File: config.mk
export PLATFORM = sky130hd
export DESIGN_NAME = wallace_mac
export DESIGN_NICKNAME = d
export VERILOG_FILES = /design/src/rtl/wallace_mac.sv
export SDC_FILE = /design/constraint.sdc
export NUM_CORES = 1
export LEC_CHECK = 0
export CORE_ASPECT_RATIO = 0.9
export CORE_MARGIN = 3
export CORE_UTILIZATION = 30
export DETAILED_ROUTE_END_ITERATION = 8
export GPL_TIMING_DRIVEN = 1
export PLACE_DENSITY = 0.5
export SLEW_MARGIN = 20
export SYNTH_ARGS = -nofsm -noshare
export SYNTH_HDL_FRONTEND = slang
export SYNTH_SLANG_ARGS = --single-unit
File: constraint.sdc
create_clock -name clk -period 7.8 [get_ports clk]
set_input_delay 0.78 -clock clk [delete_from_list [all_inputs] [get_ports clk]]
set_output_delay 0.78 -clock clk [all_outputs]
set_load 0.05 [all_outputs]
File: src/rtl/wallace_mac.sv
// wallace_mac -- sequential multiply-accumulate engine.
//
// Takes a run of `len` unsigned 4-bit operand pairs over a valid/ready
// handshake. Each accepted pair is registered into the Wallace-tree
// multiplier inputs. The products are summed into an ACC_W-bit accumulator,
// and the total is returned over a second valid/ready handshake.
//
// Ports
//   clk, rst_n          clock (rising edge), asynchronous active-low reset
//   start, len          begin a run of `len` pairs (sampled only when idle)
//   in_valid, in_ready  operand handshake; x, y are the 4-bit operands
//   out_valid,out_ready result handshake; acc_out is the sum of products
//   ovf                 sticky: the accumulator wrapped during this run
//   busy                high whenever the engine is not idle
//
// State  | meaning
// -------+-----------------------------------------------------------
// IDLE   | waiting for start
// RUN    | accepting operand pairs, `remaining` still to come
// DRAIN  | last pair is in the multiplier, final accumulate this cycle
// DONE   | result presented, waiting for out_ready

// 4x4 unsigned Wallace-tree multiplier, purely combinational.
//   a, b  : operands
//   prod  : a*b
module wallace_top (
  input  logic [3:0] a,
  input  logic [3:0] b,
  output logic [7:0] prod
);
  logic [3:0] pp [4];   // pp[i][j] = a[j] & b[i], weight i+j

  always_comb begin
    for (int i = 0; i < 4; i++) pp[i] = a & {4{b[i]}};
  end

  // Stage 1: reduce rows 0..2, row 3 passes through.
  logic h1_s, h1_c, f2_s, f2_c, f3_s, f3_c, h4_s, h4_c;
  assign h1_s = pp[0][1] ^ pp[1][0];
  assign h1_c = pp[0][1] & pp[1][0];
  assign f2_s = pp[0][2] ^ pp[1][1] ^ pp[2][0];
  assign f2_c = (pp[0][2] & pp[1][1]) | (pp[0][2] & pp[2][0]) | (pp[1][1] & pp[2][0]);
  assign f3_s = pp[0][3] ^ pp[1][2] ^ pp[2][1];
  assign f3_c = (pp[0][3] & pp[1][2]) | (pp[0][3] & pp[2][1]) | (pp[1][2] & pp[2][1]);
  assign h4_s = pp[1][3] ^ pp[2][2];
  assign h4_c = pp[1][3] & pp[2][2];

  // Stage 2: columns 3..5 still hold three bits each.
  logic g3_s, g3_c, g4_s, g4_c, g5_s, g5_c;
  assign g3_s = f3_s ^ f2_c ^ pp[3][0];
  assign g3_c = (f3_s & f2_c) | (f3_s & pp[3][0]) | (f2_c & pp[3][0]);
  assign g4_s = h4_s ^ f3_c ^ pp[3][1];
  assign g4_c = (h4_s & f3_c) | (h4_s & pp[3][1]) | (f3_c & pp[3][1]);
  assign g5_s = h4_c ^ pp[2][3] ^ pp[3][2];
  assign g5_c = (h4_c & pp[2][3]) | (h4_c & pp[3][2]) | (pp[2][3] & pp[3][2]);

  // Two rows left; a single carry-propagate add finishes the product.
  logic [7:0] row_a, row_b;
  assign row_a = {1'b0, pp[3][3], g5_s, g4_s, g3_s, f2_s, h1_s, pp[0][0]};
  assign row_b = {1'b0, g5_c, g4_c, g3_c, 1'b0, h1_c, 2'b00};
  assign prod  = row_a + row_b;
endmodule

module wallace_mac #(
  parameter int ACC_W = 16,
  parameter int LEN_W = 4
) (
  input  logic             clk,
  input  logic             rst_n,
  input  logic             start,
  input  logic [LEN_W-1:0] len,
  input  logic             in_valid,
  output logic             in_ready,
  input  logic [3:0]       x,
  input  logic [3:0]       y,
  output logic             out_valid,
  input  logic             out_ready,
  output logic [ACC_W-1:0] acc_out,
  output logic             ovf,
  output logic             busy
);
  typedef enum logic [1:0] {IDLE, RUN, DRAIN, DONE} state_t;

  state_t           state_q, state_d;
  logic [LEN_W-1:0] remaining_q;
  logic [3:0]       x_q, y_q;
  logic             v1_q;
  logic [ACC_W-1:0] acc_q;
  logic             ovf_q;
  logic [7:0]       prod;
  logic [ACC_W:0]   sum;
  logic             accept, start_go;

  wallace_top u_mult (.a(x_q), .b(y_q), .prod(prod));

  assign in_ready  = (state_q == RUN) && (remaining_q != '0);
  assign out_valid = (state_q == DONE);
  assign busy      = (state_q != IDLE);
  assign acc_out   = acc_q;
  assign ovf       = ovf_q;

  assign accept   = in_valid && in_ready;
  assign start_go = (state_q == IDLE) && start;
  // One extra bit catches the carry out of the accumulator.
  assign sum      = {1'b0, acc_q} + {{(ACC_W-7){1'b0}}, prod};

  always_comb begin
    state_d = state_q;
    case (state_q)
      IDLE:  if (start) state_d = (len != '0) ? RUN : DONE;
      RUN:   if (accept && remaining_q == LEN_W'(1)) state_d = DRAIN;
      DRAIN: state_d = DONE;
      DONE:  if (out_ready) state_d = IDLE;
      default: state_d = IDLE;
    endcase
  end

  always_ff @(posedge clk or negedge rst_n) begin
    if (!rst_n) begin
      state_q     <= IDLE;
      remaining_q <= '0;
      x_q         <= '0;
      y_q         <= '0;
      v1_q        <= 1'b0;
      acc_q       <= '0;
      ovf_q       <= 1'b0;
    end else begin
      state_q <= state_d;
      v1_q    <= accept;
      if (accept) begin
        x_q         <= x;
        y_q         <= y;
        remaining_q <= remaining_q - LEN_W'(1);
      end
      // v1 is never set while idle, so the clear and the accumulate
      // cannot collide.
      if (start_go) begin
        acc_q       <= '0;
        ovf_q       <= 1'b0;
        remaining_q <= len;
      end else if (v1_q) begin
        acc_q <= sum[ACC_W-1:0];
        if (sum[ACC_W]) ovf_q <= 1'b1;
      end
    end
  end
endmodule

## Word level (Yosys, flattened, before mapping)

Cells that the tools add are included.

| operators by class | value |
|---|---|
| add/sub/neg operators | 3 |
| multiply operators | 0 |
| div/mod/pow operators | 0 |
| order comparisons | 0 |
| equality and inequality tests | 7 |
| shift operators | 0 |
| multiplexer cells | 12 |
| bitwise gates (word level) | 43 |
| reductions and logical operators | 13 |

Operator list:

| kind | number |
|---|---|
| $mux W16 | 2 |
| $add A16 B8 Y17 | 1 |
| $and A1 B1 Y1 | 17 |
| $and A4 B4 Y4 | 4 |
| $xor A1 B1 Y1 | 12 |
| $or A1 B1 Y1 | 10 |
| $add A7 B7 Y8 | 1 |
| $mux W2 | 4 |
| $mux W4 | 2 |
| $pmux W2 S4 | 1 |
| $reduce_bool A2 Y1 | 4 |
| $reduce_bool A4 Y1 | 2 |
| $eq A2 B2 Y1 const B | 2 |
| $eq A4 B1 Y1 const B | 1 |
| $logic_and A1 B1 Y1 | 4 |
| $ne A2 B1 Y1 const B | 2 |
| $sub A4 B1 Y4 const B | 1 |
| $mux W1 | 3 |
| $reduce_and A3 Y1 | 1 |
| $eq A2 B1 Y1 const B | 1 |
| $logic_not A2 Y1 | 1 |
| $ne A2 B2 Y1 const B | 1 |
| $reduce_and A2 Y1 | 1 |

| word-level totals | value |
|---|---|
| bits in registers | 32 |
| latch bits | 0 |
| memory bits (writable) | 0 |
| memory bits (read-only) | 0 |
| bits of input ports | 17 |
| output and inout port bits | 20 |
| memories kept | 0 |

## Logic depth before layout (Yosys ltp)

Gate-level depths: netlist of the first run.

| logic depth | value |
|---|---|
| depth after elaboration | 12 |
| depth in mapped cells | 12 |
| depth with buffers taken out | 12 |

## Cells and area by module

Synthesis of the first run repeated with hierarchy kept, for this count alone.

| unflattened totals | value |
|---|---|
| cell total of the unflattened synthesis | 237 |
| area, all modules | 2,234.6 µm² |

By module, submodules not included:

| module | instances | cells each | area an instance (µm²) |
|---|---|---|---|
| wallace_mac | 1 | 197 | 1,876.8 |
| wallace_top | 1 | 40 | 357.8 |

## Worst setup path after synthesis of the first run

No wires, ideal clock.

| timing path | value |
|---|---|
| kind | register to register |
| start | register x_q[3] |
| end | register acc_q[15] (netlist: acc_out[15]) |
| data arrival time | 3,005 ps |
| required time | 7,680 ps |
| slack | 4,675 ps |
| cell stages (with the launch flop) | 12 |
| cell sequence | dfrtp_1 -> nand2_1 -> fa_1 -> fa_1 -> inv_1 -> fa_1 -> ha_1 -> o211ai_1 -> a21o_4 -> a2111oi_4 -> xnor2_1 -> nor2_1 |

| between the ends | value |
|---|---|
| cells in the longest elaborated chain, start to end | 11 |

Ends and longest elaborated chain:

| item | RTL line | RTL |
|---|---|---|
| start: declaration | 86 | `logic [3:0] x_q, y_q;` |
| start signal: assignment | 122 | `x_q <= '0;` |
| start signal: assignment | 131 | `x_q <= x;` |
| $and A4 B4 Y4 | 34 | `for (int i = 0; i < 4; i++) pp[i] = a & {4{b[i]}};` |
| $and A1 B1 Y1 | 44 | `assign f3_c = (pp[0][3] & pp[1][2]) \| (pp[0][3] & pp[2][1]) \| (pp[1][2] & pp[2][1]);` |
| $or A1 B1 Y1 (2 in series) | 44 |  |
| $and A1 B1 Y1 | 53 | `assign g4_c = (h4_s & f3_c) \| (h4_s & pp[3][1]) \| (f3_c & pp[3][1]);` |
| $or A1 B1 Y1 (2 in series) | 53 |  |
| $add A7 B7 Y8 * | 61 | `assign prod = row_a + row_b;` |
| $add A16 B8 Y17 * | 105 | `assign sum = {1'b0, acc_q} + {{(ACC_W-7){1'b0}}, prod};` |
| $mux W16 * | 141 | `end else if (v1_q) begin` |
| $mux W16 * | 137 | `if (start_go) begin` |
| end signal: assignment | 142 | `acc_q <= sum[ACC_W-1:0];` |
| end: declaration | 88 | `logic [ACC_W-1:0] acc_q;` |

Every way passes the cells marked *; elsewhere a longest branch is shown, timed or not. The select of a mux whose other input is x is not followed.
A chain may end at the register's enable or synchronous reset.

## Worst setup path in the final report of the first run

| timing path | value |
|---|---|
| start | register x_q[3] |
| end | register acc_q[10] (netlist: acc_out[10]) |

The elaborated chain is that of the path after synthesis.

==> metrics.txt, run 1 <==
# TYPE chip_impl_metric gauge
chip_impl_metric{name="power.clock.fraction",unit="%"} 14.2
chip_impl_metric{name="clock.fmax",unit="MHz"} 291
chip_impl_metric{name="floorplan.die_area",unit="um2"} 8550
chip_impl_metric{name="worst_ep_required_time",unit="ns"} 7.94
chip_impl_metric{name="period_minus_slack",unit="ns"} 3.44
chip_impl_info{name="min_from",value="ovf"} 1
chip_impl_metric{name="final-instance-count-excl-fill",unit=""} 370
chip_impl_metric{name="first_pass_iters",unit=""} 4
chip_impl_metric{name="synth-seq-cells",unit=""} 32
chip_impl_metric{name="number_of_antenna_violations_at_the_first_check_in_global_routing",unit=""} 0
chip_impl_metric{name="post_cts_buffers",unit=""} 0
chip_impl_metric{name="chipWidth",unit="um"} 97.2
chip_impl_metric{name="slew_violations",unit=""} 0
chip_impl_metric{name="critical_path_peak_fanout",unit=""} 5
chip_impl_metric{name="postSynthNetCount",unit=""} 283
chip_impl_metric{name="whs_path_depth",unit=""} 2
chip_impl_info{name="run_status",value="completed"} 1
chip_impl_info{name="clock_tree_root",value="sky130_fd_sc_hd__clkbuf_8"} 1
chip_impl_metric{name="clock_sinks",unit=""} 32
chip_impl_metric{name="clk_pin_slew_worst_paths",unit="ns"} 0.07
chip_impl_metric{name="initial_core_util",unit="%"} 31.4
chip_impl_metric{name="timing.max_slew.rel_slack",unit="%"} 39.6
chip_impl_metric{name="dr_total_vias",unit=""} 1730
chip_impl_metric{name="critical-path-max-stage-delay",unit="ns"} 0.52
chip_impl_metric{name="globalRouteOverflowTotal",unit=""} 0
chip_impl_info{name="rr_startpoint",value="x_q[3]"} 1
chip_impl_info{name="crit_slowest_cell",value="sky130_fd_sc_hd__fa_1"} 1
chip_impl_metric{name="fraction_of_final_layout_cells_sized_beyond_drive_strength_1",unit="%"} 5.78
chip_impl_info{name="worstHoldPathType",value="flop to flop"} 1
chip_impl_metric{name="setup_violations",unit=""} 0
chip_impl_metric{name="finish.net_count",unit=""} 322
chip_impl_info{name="timing_worst_setup_path_type",value="flop to flop"} 1
chip_impl_info{name="crit_path_frequent_cell",value="sky130_fd_sc_hd__fa_1"} 1
chip_impl_info{name="synthTopCellsByArea",value="sky130_fd_sc_hd__dfrtp_1, sky130_fd_sc_hd__ha_1, sky130_fd_sc_hd__fa_1"} 1
chip_impl_metric{name="cts_inserted_buffers",unit=""} 5
chip_impl_metric{name="post-route-drc-count",unit=""} 0
chip_impl_metric{name="power.density_cell_area",unit="nW/um2"} 346
chip_impl_metric{name="worst_slew_pin_slew",unit="ns"} 0.905
chip_impl_info{name="timing.critical_path.to_type",value="flop"} 1
chip_impl_metric{name="maxCapViolCount",unit=""} 0
chip_impl_info{name="synth_ff_type",value="sky130_fd_sc_hd__dfrtp_1"} 1
chip_impl_metric{name="via_count_of_the_first_global_routing_pass",unit=""} 1775
chip_impl_metric{name="rrSetupSlack",unit="ns"} 4.36
chip_impl_metric{name="dp_hpwl",unit="um"} 3620
chip_impl_metric{name="syn_inst",unit=""} 237
chip_impl_metric{name="period_share",unit="%"} 44.1
chip_impl_metric{name="boundaryPins",unit=""} 37
chip_impl_metric{name="cts_h_tree_lvls",unit=""} 2
chip_impl_metric{name="synth-async-reset-ratio",unit="%"} 100
chip_impl_metric{name="place.port_buffers",unit=""} 36
chip_impl_metric{name="rows",unit=""} 29
chip_impl_metric{name="finalInstanceArea",unit="um2"} 2780
chip_impl_metric{name="switching_power",unit="uW"} 458
chip_impl_metric{name="report.power.total",unit="uW"} 964
chip_impl_metric{name="pwr-share-seq",unit="%"} 29.1
chip_impl_metric{name="gp_congestion",unit=""} 0.805
chip_impl_info{name="rsz0062_at_grt",value="false"} 1
chip_impl_metric{name="drt.antenna.violating_nets",unit=""} 0
chip_impl_metric{name="finalCoreUtilization",unit="%"} 38.9
chip_impl_info{name="post-synth-top-area-cell",value="sky130_fd_sc_hd__dfrtp_1"} 1
chip_impl_metric{name="syn-cell-area",unit="um2"} 2240
chip_impl_metric{name="syn-mean-instance-area",unit="um2"} 9.47
chip_impl_info{name="worstReg2RegEnd",value="acc_out[10]"} 1
chip_impl_metric{name="drt-initial-drc-count",unit=""} 39
chip_impl_metric{name="timing.setup.tns",unit="ns"} 0
chip_impl_metric{name="p_comb_share",unit="%"} 56.6
chip_impl_metric{name="coreArea",unit="um2"} 7150
chip_impl_metric{name="power_leakage",unit="nW"} 1.29
chip_impl_info{name="hold-path-endpoint",value="ovf"} 1
chip_impl_metric{name="synth-edff-count",unit=""} 0
chip_impl_metric{name="timing.critical_path.arrival",unit="ns"} 3.58
chip_impl_metric{name="chipHeight",unit="um"} 88.0
chip_impl_metric{name="cts_hold_buf",unit=""} 0
chip_impl_metric{name="antenna-diode-count",unit=""} 0
chip_impl_metric{name="hold_viol",unit=""} 0
chip_impl_metric{name="post_drt_wl_per_cell",unit="um"} 13.3
chip_impl_metric{name="yosysWarnings",unit=""} 0
chip_impl_metric{name="placed_area",unit="um2"} 2690
chip_impl_metric{name="totalWireLength",unit="um"} 4920
chip_impl_metric{name="internal_power",unit="uW"} 506
chip_impl_info{name="start_kind",value="flop"} 1
chip_impl_metric{name="clkLatencyLatePin",unit="ns"} 0.29
chip_impl_metric{name="cts.path.max_buffers",unit=""} 2
chip_impl_metric{name="rr_worst_depth",unit=""} 11
chip_impl_metric{name="synth.distinct_cells",unit=""} 37
chip_impl_metric{name="route.detailed.vias_per_inst",unit=""} 4.68
chip_impl_metric{name="ys_seq_area_share",unit="%"} 35.7
chip_impl_metric{name="switching_share",unit="%"} 47.5
chip_impl_info{name="cts_tree",value="yes"} 1
chip_impl_metric{name="skew",unit="ns"} 0.00527
chip_impl_metric{name="placedCellCount",unit=""} 362
chip_impl_metric{name="global_route_wire_length_before_repair",unit="um"} 8850
chip_impl_info{name="layout.cells.most_common",value="sky130_fd_sc_hd__nand2_1"} 1
chip_impl_metric{name="grt.total_usage",unit="%"} 13.0
chip_impl_metric{name="ir_drop",unit="mV"} 0.278
chip_impl_metric{name="post-synth-top-area-fraction",unit="%"} 35.7
chip_impl_metric{name="post_cts.resized_instances",unit=""} 0
chip_impl_info{name="most-common-layout-cells",value="sky130_fd_sc_hd__nand2_1, sky130_fd_sc_hd__clkdlybuf4s50_1, sky130_fd_sc_hd__dfrtp_1, sky130_fd_sc_hd__inv_1"} 1
chip_impl_metric{name="area_growth_syn_to_layout",unit="%"} 24.1
chip_impl_info{name="crit_chain",value="nand2_1, fa_1, fa_1, inv_1, fa_1, ha_1, o211ai_1, o211ai_1, nand4_1, xor2_1, nor2_1"} 1
chip_impl_metric{name="grt_max_degree",unit=""} 33
## power groups by stage
stage	clock, mW	combinational (mW)	sequential (mW)
5_1_grt	0.151	0.627	0.293
6_report	0.137	0.546	0.281
3_3_place_gp	0	0.550	0.283
2_1_floorplan	0	0.384	0.311
4_1_cts	0.144	0.556	0.282
3_5_place_dp	0	0.552	0.285
## worst max-delay path by stage
stage | slack (ns) | startpoint | end | cells past startpoint
floorplan | 4.68 | x_q[3] | acc_out[15] | 11
global placement | 4.42 | y_q[0] | acc_out[10] | 11
detailed placement | 4.36 | x_q[3] | acc_out[10] | 11
CTS | 4.32 | x_q[3] | acc_out[10] | 11
global route | 4.11 | x_q[3] | acc_out[10] | 11
finish | 4.36 | x_q[3] | acc_out[10] | 11
## registers in the layout (all words and copies together) (netlist names)
signal and flops:
state_q 2, y_q 4, x_q 4, remaining_q 4, acc_out 16, v1_q 1
ovf 1
## routing by layer
| layer | share of wire (%) | vias to the layer above | track usage (%) |
|---|---|---|---|
| met3 | 3.9 | 6 | 3.11 |
| met2 | 42 | 29 | 19.6 |
| li1 | - | 856 | - |
| met1 | 53 | 839 | 18.5 |
| met4 | 1.1 | 0 | 4.21 |
| met5 | 0 | - | 0 |
## synthesized netlist by cell type, drive strengths merged (2+ instances only)
master,instances
nand4,3
nand2b,3
a211oi,3
dfrtp,32
nand3,2
nand3b,2
o21ai,8
and2,12
mux2i,7
o211ai,4
buf,5
or3,2
a21oi,8
and3,3
a21o,3
xnor2,9
inv,25
xor2,6
nor4,2
nand2,41
ha,19
nor2,19
fa,10
## per-stage QoR
| stage | hold slack [ns] | setup slack (ns) |
|---|---|---|
| 6_report | 0.537 | 4.36 |
| 5_1_grt | 0.588 | 4.11 |
| 4_1_cts | 0.539 | 4.32 |
| 3_5_place_dp | 0.518 | 4.36 |
| 3_3_place_gp | 0.514 | 4.42 |
| 2_1_floorplan | 0.484 | 4.68 |
## final cells by class
type,instances,area (um2)
clock buffer,6,82.6
clock inverter,2,10.0
fill,713,4360
inverter,25,93.8
multi-input combinational,175,1310
sequential,32,801
tap,93,116
timing repair buffer,37,368
## logic make-up (layout without fill, tap and decap cells)
group	after synthesis	count (layout)	share of synthesized area [%]
XOR/XNOR	15	15	5.86
AO/OA/AOI/OAI	34	34	11.3
flip-flops	32	32	35.7
buffers and inverters	30	70	5.80
adder cells (fa/ha/maj)	29	29	19.5
AND/OR/NAND/NOR	90	90	18.7
multiplexers	7	7	3.12
## worst max-delay path, delay by kind of cell, from the launching register on
| kind | cells | cell delay (ns) |
|---|---|---|
| buf+inv | 1 | 0.06 |
| simple gates | 3 | 0.32 |
| compound gates | 2 | 0.56 |
| xor+xnor | 1 | 0.17 |
| flops | 1 | 0.41 |
| fa+ha+maj | 4 | 1.77 |
Note: power is estimated with default switching activity, not from simulation.
==> run 2, diff against run 1 <==
==> constraint.sdc (replaced) <==
create_clock -name clk -period 3.4 [get_ports clk]
set_input_delay 0.34 -clock clk [delete_from_list [all_inputs] [get_ports clk]]
set_output_delay 0.34 -clock clk [all_outputs]
set_load 0.05 [all_outputs]
==> run 2 against run 1 <==
Effect of this change: register-to-register slack worse by 4.2 ns; via count is 0.12% higher; count of clock-buffer cells in the layout is 2 higher; sequential share of layout area is 0.99 points lower; cell count is 2.2% higher; non-clock buffer count is 8 higher; global-route usage is 0.24 points lower; worst hold slack worse by 0.074 ns; flip-flop and latch count stayed put; total power is 150% higher; first-iteration DRC count is 31% higher; critical endpoint is now acc_out[13]; largest cell class unchanged; highest routed layer unchanged.
==> metrics.txt, run 2 (synthesis gave the netlist of run 1 again) <==
# TYPE chip_impl_metric gauge
chip_impl_metric{name="grt_max_degree",unit=""} 33
chip_impl_info{name="crit_chain",value="and2_1, ha_1, inv_1, fa_1, inv_1, fa_1, ha_4, o211ai_1, a21o_4, a211oi_1, xnor2_1, nor2_1"} 1
chip_impl_info{name="clock_tree_root",value="sky130_fd_sc_hd__clkbuf_8"} 1
chip_impl_info{name="run_status",value="completed"} 1
chip_impl_metric{name="clock_sinks",unit=""} 32
chip_impl_metric{name="internal_power",unit="mW"} 1.28
chip_impl_metric{name="largest_register_ff_count",unit=""} 16
chip_impl_metric{name="finish.net_count",unit=""} 330
chip_impl_metric{name="pwr-share-seq",unit="%"} 26.9
chip_impl_metric{name="globalRouteOverflowTotal",unit=""} 0
chip_impl_metric{name="dp_hpwl",unit="um"} 3700
chip_impl_metric{name="grt.total_usage",unit="%"} 12.8
chip_impl_metric{name="chipHeight",unit="um"} 88.0
chip_impl_metric{name="critical-path-max-stage-delay",unit="ns"} 0.54
chip_impl_metric{name="post_drt_wl_per_cell",unit="um"} 13.2
chip_impl_metric{name="coreArea",unit="um2"} 7150
chip_impl_info{name="start_kind",value="flop"} 1
chip_impl_metric{name="cts_h_tree_lvls",unit=""} 2
chip_impl_metric{name="via_count_of_the_first_global_routing_pass",unit=""} 1768
chip_impl_metric{name="ir_drop",unit="mV"} 0.504
chip_impl_metric{name="timing.max_slew.rel_slack",unit="%"} 60.6
chip_impl_metric{name="critical_path_peak_fanout",unit=""} 5
chip_impl_metric{name="drt.antenna.violating_nets",unit=""} 0
chip_impl_metric{name="gp_congestion",unit=""} 0.802
chip_impl_metric{name="boundaryPins",unit=""} 37
chip_impl_metric{name="timing.critical_path.arrival",unit="ns"} 3.44
chip_impl_metric{name="global_route_wire_length_before_repair",unit="um"} 8670
chip_impl_info{name="cts_tree",value="yes"} 1
chip_impl_metric{name="period_share",unit="%"} 96.2
chip_impl_metric{name="post-route-drc-count",unit=""} 0
chip_impl_metric{name="hold_viol",unit=""} 0
chip_impl_metric{name="finalCoreUtilization",unit="%"} 40.4
chip_impl_metric{name="power.clock.fraction",unit="%"} 13.1
chip_impl_metric{name="power_leakage",unit="nW"} 1.33
chip_impl_metric{name="switching_power",unit="mW"} 1.09
chip_impl_metric{name="clkLatencyLatePin",unit="ns"} 0.29
chip_impl_metric{name="place.port_buffers",unit=""} 36
chip_impl_info{name="rsz0062_at_grt",value="true"} 1
chip_impl_metric{name="switching_share",unit="%"} 45.9
chip_impl_info{name="layout.cells.most_common",value="sky130_fd_sc_hd__nand2_1"} 1
chip_impl_metric{name="initial_core_util",unit="%"} 31.4
chip_impl_metric{name="clock.fmax",unit="MHz"} 306
chip_impl_info{name="timing.critical_path.to_type",value="flop"} 1
chip_impl_info{name="timing_worst_setup_path_type",value="flop to flop"} 1
chip_impl_info{name="crit_slowest_cell",value="sky130_fd_sc_hd__fa_1"} 1
chip_impl_metric{name="slew_violations",unit=""} 0
chip_impl_info{name="most-common-layout-cells",value="sky130_fd_sc_hd__nand2_1, sky130_fd_sc_hd__clkdlybuf4s50_1, sky130_fd_sc_hd__dfrtp_1, sky130_fd_sc_hd__inv_1, sky130_fd_sc_hd__nor2_1"} 1
chip_impl_metric{name="clk_pin_slew_worst_paths",unit="ns"} 0.07
chip_impl_metric{name="drt-initial-drc-count",unit=""} 51
chip_impl_metric{name="antenna-diode-count",unit=""} 0
chip_impl_metric{name="rows",unit=""} 29
chip_impl_metric{name="route.detailed.vias_per_inst",unit=""} 4.58
chip_impl_metric{name="area_growth_syn_to_layout",unit="%"} 28.7
chip_impl_metric{name="chipWidth",unit="um"} 97.2
chip_impl_metric{name="skew",unit="ns"} 0.0106
chip_impl_metric{name="number_of_antenna_violations_at_the_first_check_in_global_routing",unit=""} 0
chip_impl_metric{name="worst_slew_pin_slew",unit="ns"} 0.591
chip_impl_metric{name="dr_total_vias",unit=""} 1732
chip_impl_metric{name="worstPathBufferInverterCount",unit=""} 2
chip_impl_metric{name="cts_inserted_buffers",unit=""} 5
chip_impl_info{name="worstHoldPathType",value="primary input to asynchronous set/reset pin"} 1
chip_impl_metric{name="finalInstanceArea",unit="um2"} 2890
chip_impl_metric{name="power.density_cell_area",unit="nW/um2"} 822
chip_impl_metric{name="cts.path.max_buffers",unit=""} 2
chip_impl_metric{name="first_pass_iters",unit=""} 4
chip_impl_metric{name="floorplan.die_area",unit="um2"} 8550
chip_impl_metric{name="totalWireLength",unit="um"} 4990
chip_impl_metric{name="worst_ep_required_time",unit="ns"} 3.56
chip_impl_info{name="crit_family",value="adder cells"} 1
chip_impl_metric{name="fraction_of_final_layout_cells_sized_beyond_drive_strength_1",unit="%"} 10.2
chip_impl_metric{name="setup_violations",unit=""} 0
chip_impl_metric{name="maxCapViolCount",unit=""} 0
chip_impl_metric{name="period_minus_slack",unit="ns"} 3.27
chip_impl_metric{name="placed_area",unit="um2"} 2720
chip_impl_metric{name="p_comb_share",unit="%"} 60.0
-- run 2: cell count changes in the layout (fill, tap and decap cells not counted), sizes merged --
cell    before  now
clkbuf       6    8
clkinv       2    0
buf          1    9
-- run 2: worst reg2reg max path, delay by kind of cell, from the launching register on --
kind,cells,cell delay (ns)
flops,1,0.42
fa+ha+maj,4,1.59
compound gates,3,0.64
xor+xnor,1,0.17
simple gates,2,0.23
buf+inv,2,0.10
-- run 2: timing repair --
| action | in CTS | in global routing |
|---|---|---|
| buffers inserted | 0 | 4 |
| hold buffers | 0 | 0 |
| endpoints found under the setup margin | 0 | 9 |
| gates resized for setup | 0 | 7 |
-- run 2: area by class of cell --
type	count	area, um2
well taps	93	116
fillers	727	4260
repair buffers	45	428
flip-flops and latches	32	802
clock buffers	8	90.1
multi-input cells	175	1360
inverters	25	93.8
-- run 2: per-layer routing --
layer,GRT usage [%],vias up,part of all wire [%]
li1,-,872,-
met4,3.83,0,0.46
met3,3.42,2,4.2
met2,19.5,32,44
met1,17.9,826,51
met5,0,-,0
-- run 2: per-stage QoR --
step | worst slack, ns | TNS [ns] | hold WS [ns] | instances | total power, mW
after CTS | 0.0247 | 0 | 0.483 | 374 | 2.27
after global routing | -0.0259 | -0.0299 | 0.524 | 378 | 2.62
after global placement | 0.0805 | 0 | 0.498 | 366 | 1.94
after detailed placement | 0.0393 | 0 | 0.504 | 366 | 1.94
after floorplan | 0.275 | 0 | 0.0444 | 237 | 1.59
final | 0.128 | 0 | 0.463 | 378 | 2.37
-- run 2: power by group through the flow --
stage | logic [mW] | registers, mW | clock network, mW
after floorplan | 0.881 | 0.713 | 0
after global placement | 1.29 | 0.646 | 0
after detailed placement | 1.29 | 0.651 | 0
after CTS | 1.30 | 0.645 | 0.323
after global routing | 1.62 | 0.660 | 0.340
final | 1.42 | 0.638 | 0.312
-- run 2: worst paths after layout --
kind / startpoint / endpoint / slack (ns) / cells after the start
worst min register to register: ovf / ovf / 0.51 / 2
worst max-delay path: x_q[2] / acc_out[13] / 0.13 / 12
worst max register to register: x_q[2] / acc_out[13] / 0.13 / 12
worst min-delay path: rst_n / acc_out[1] / 0.46 / 2
max in group asynchronous: rst_n / x_q[1] / 2.60 / 2
min in group clk: ovf / ovf / 0.51 / 2
==> run 3, diff against run 2 <==
--- a/config.mk
+++ b/config.mk
@@ -5,6 +5,7 @@
 export SDC_FILE = /design/constraint.sdc
 export NUM_CORES = 1
 export LEC_CHECK = 0
+export CAP_MARGIN = 10
 export CORE_ASPECT_RATIO = 0.9
 export CORE_MARGIN = 3
 export CORE_UTILIZATION = 30
==> results of run 3 <==
No change in the layout: final DEF, timing and power equal those of run 2.
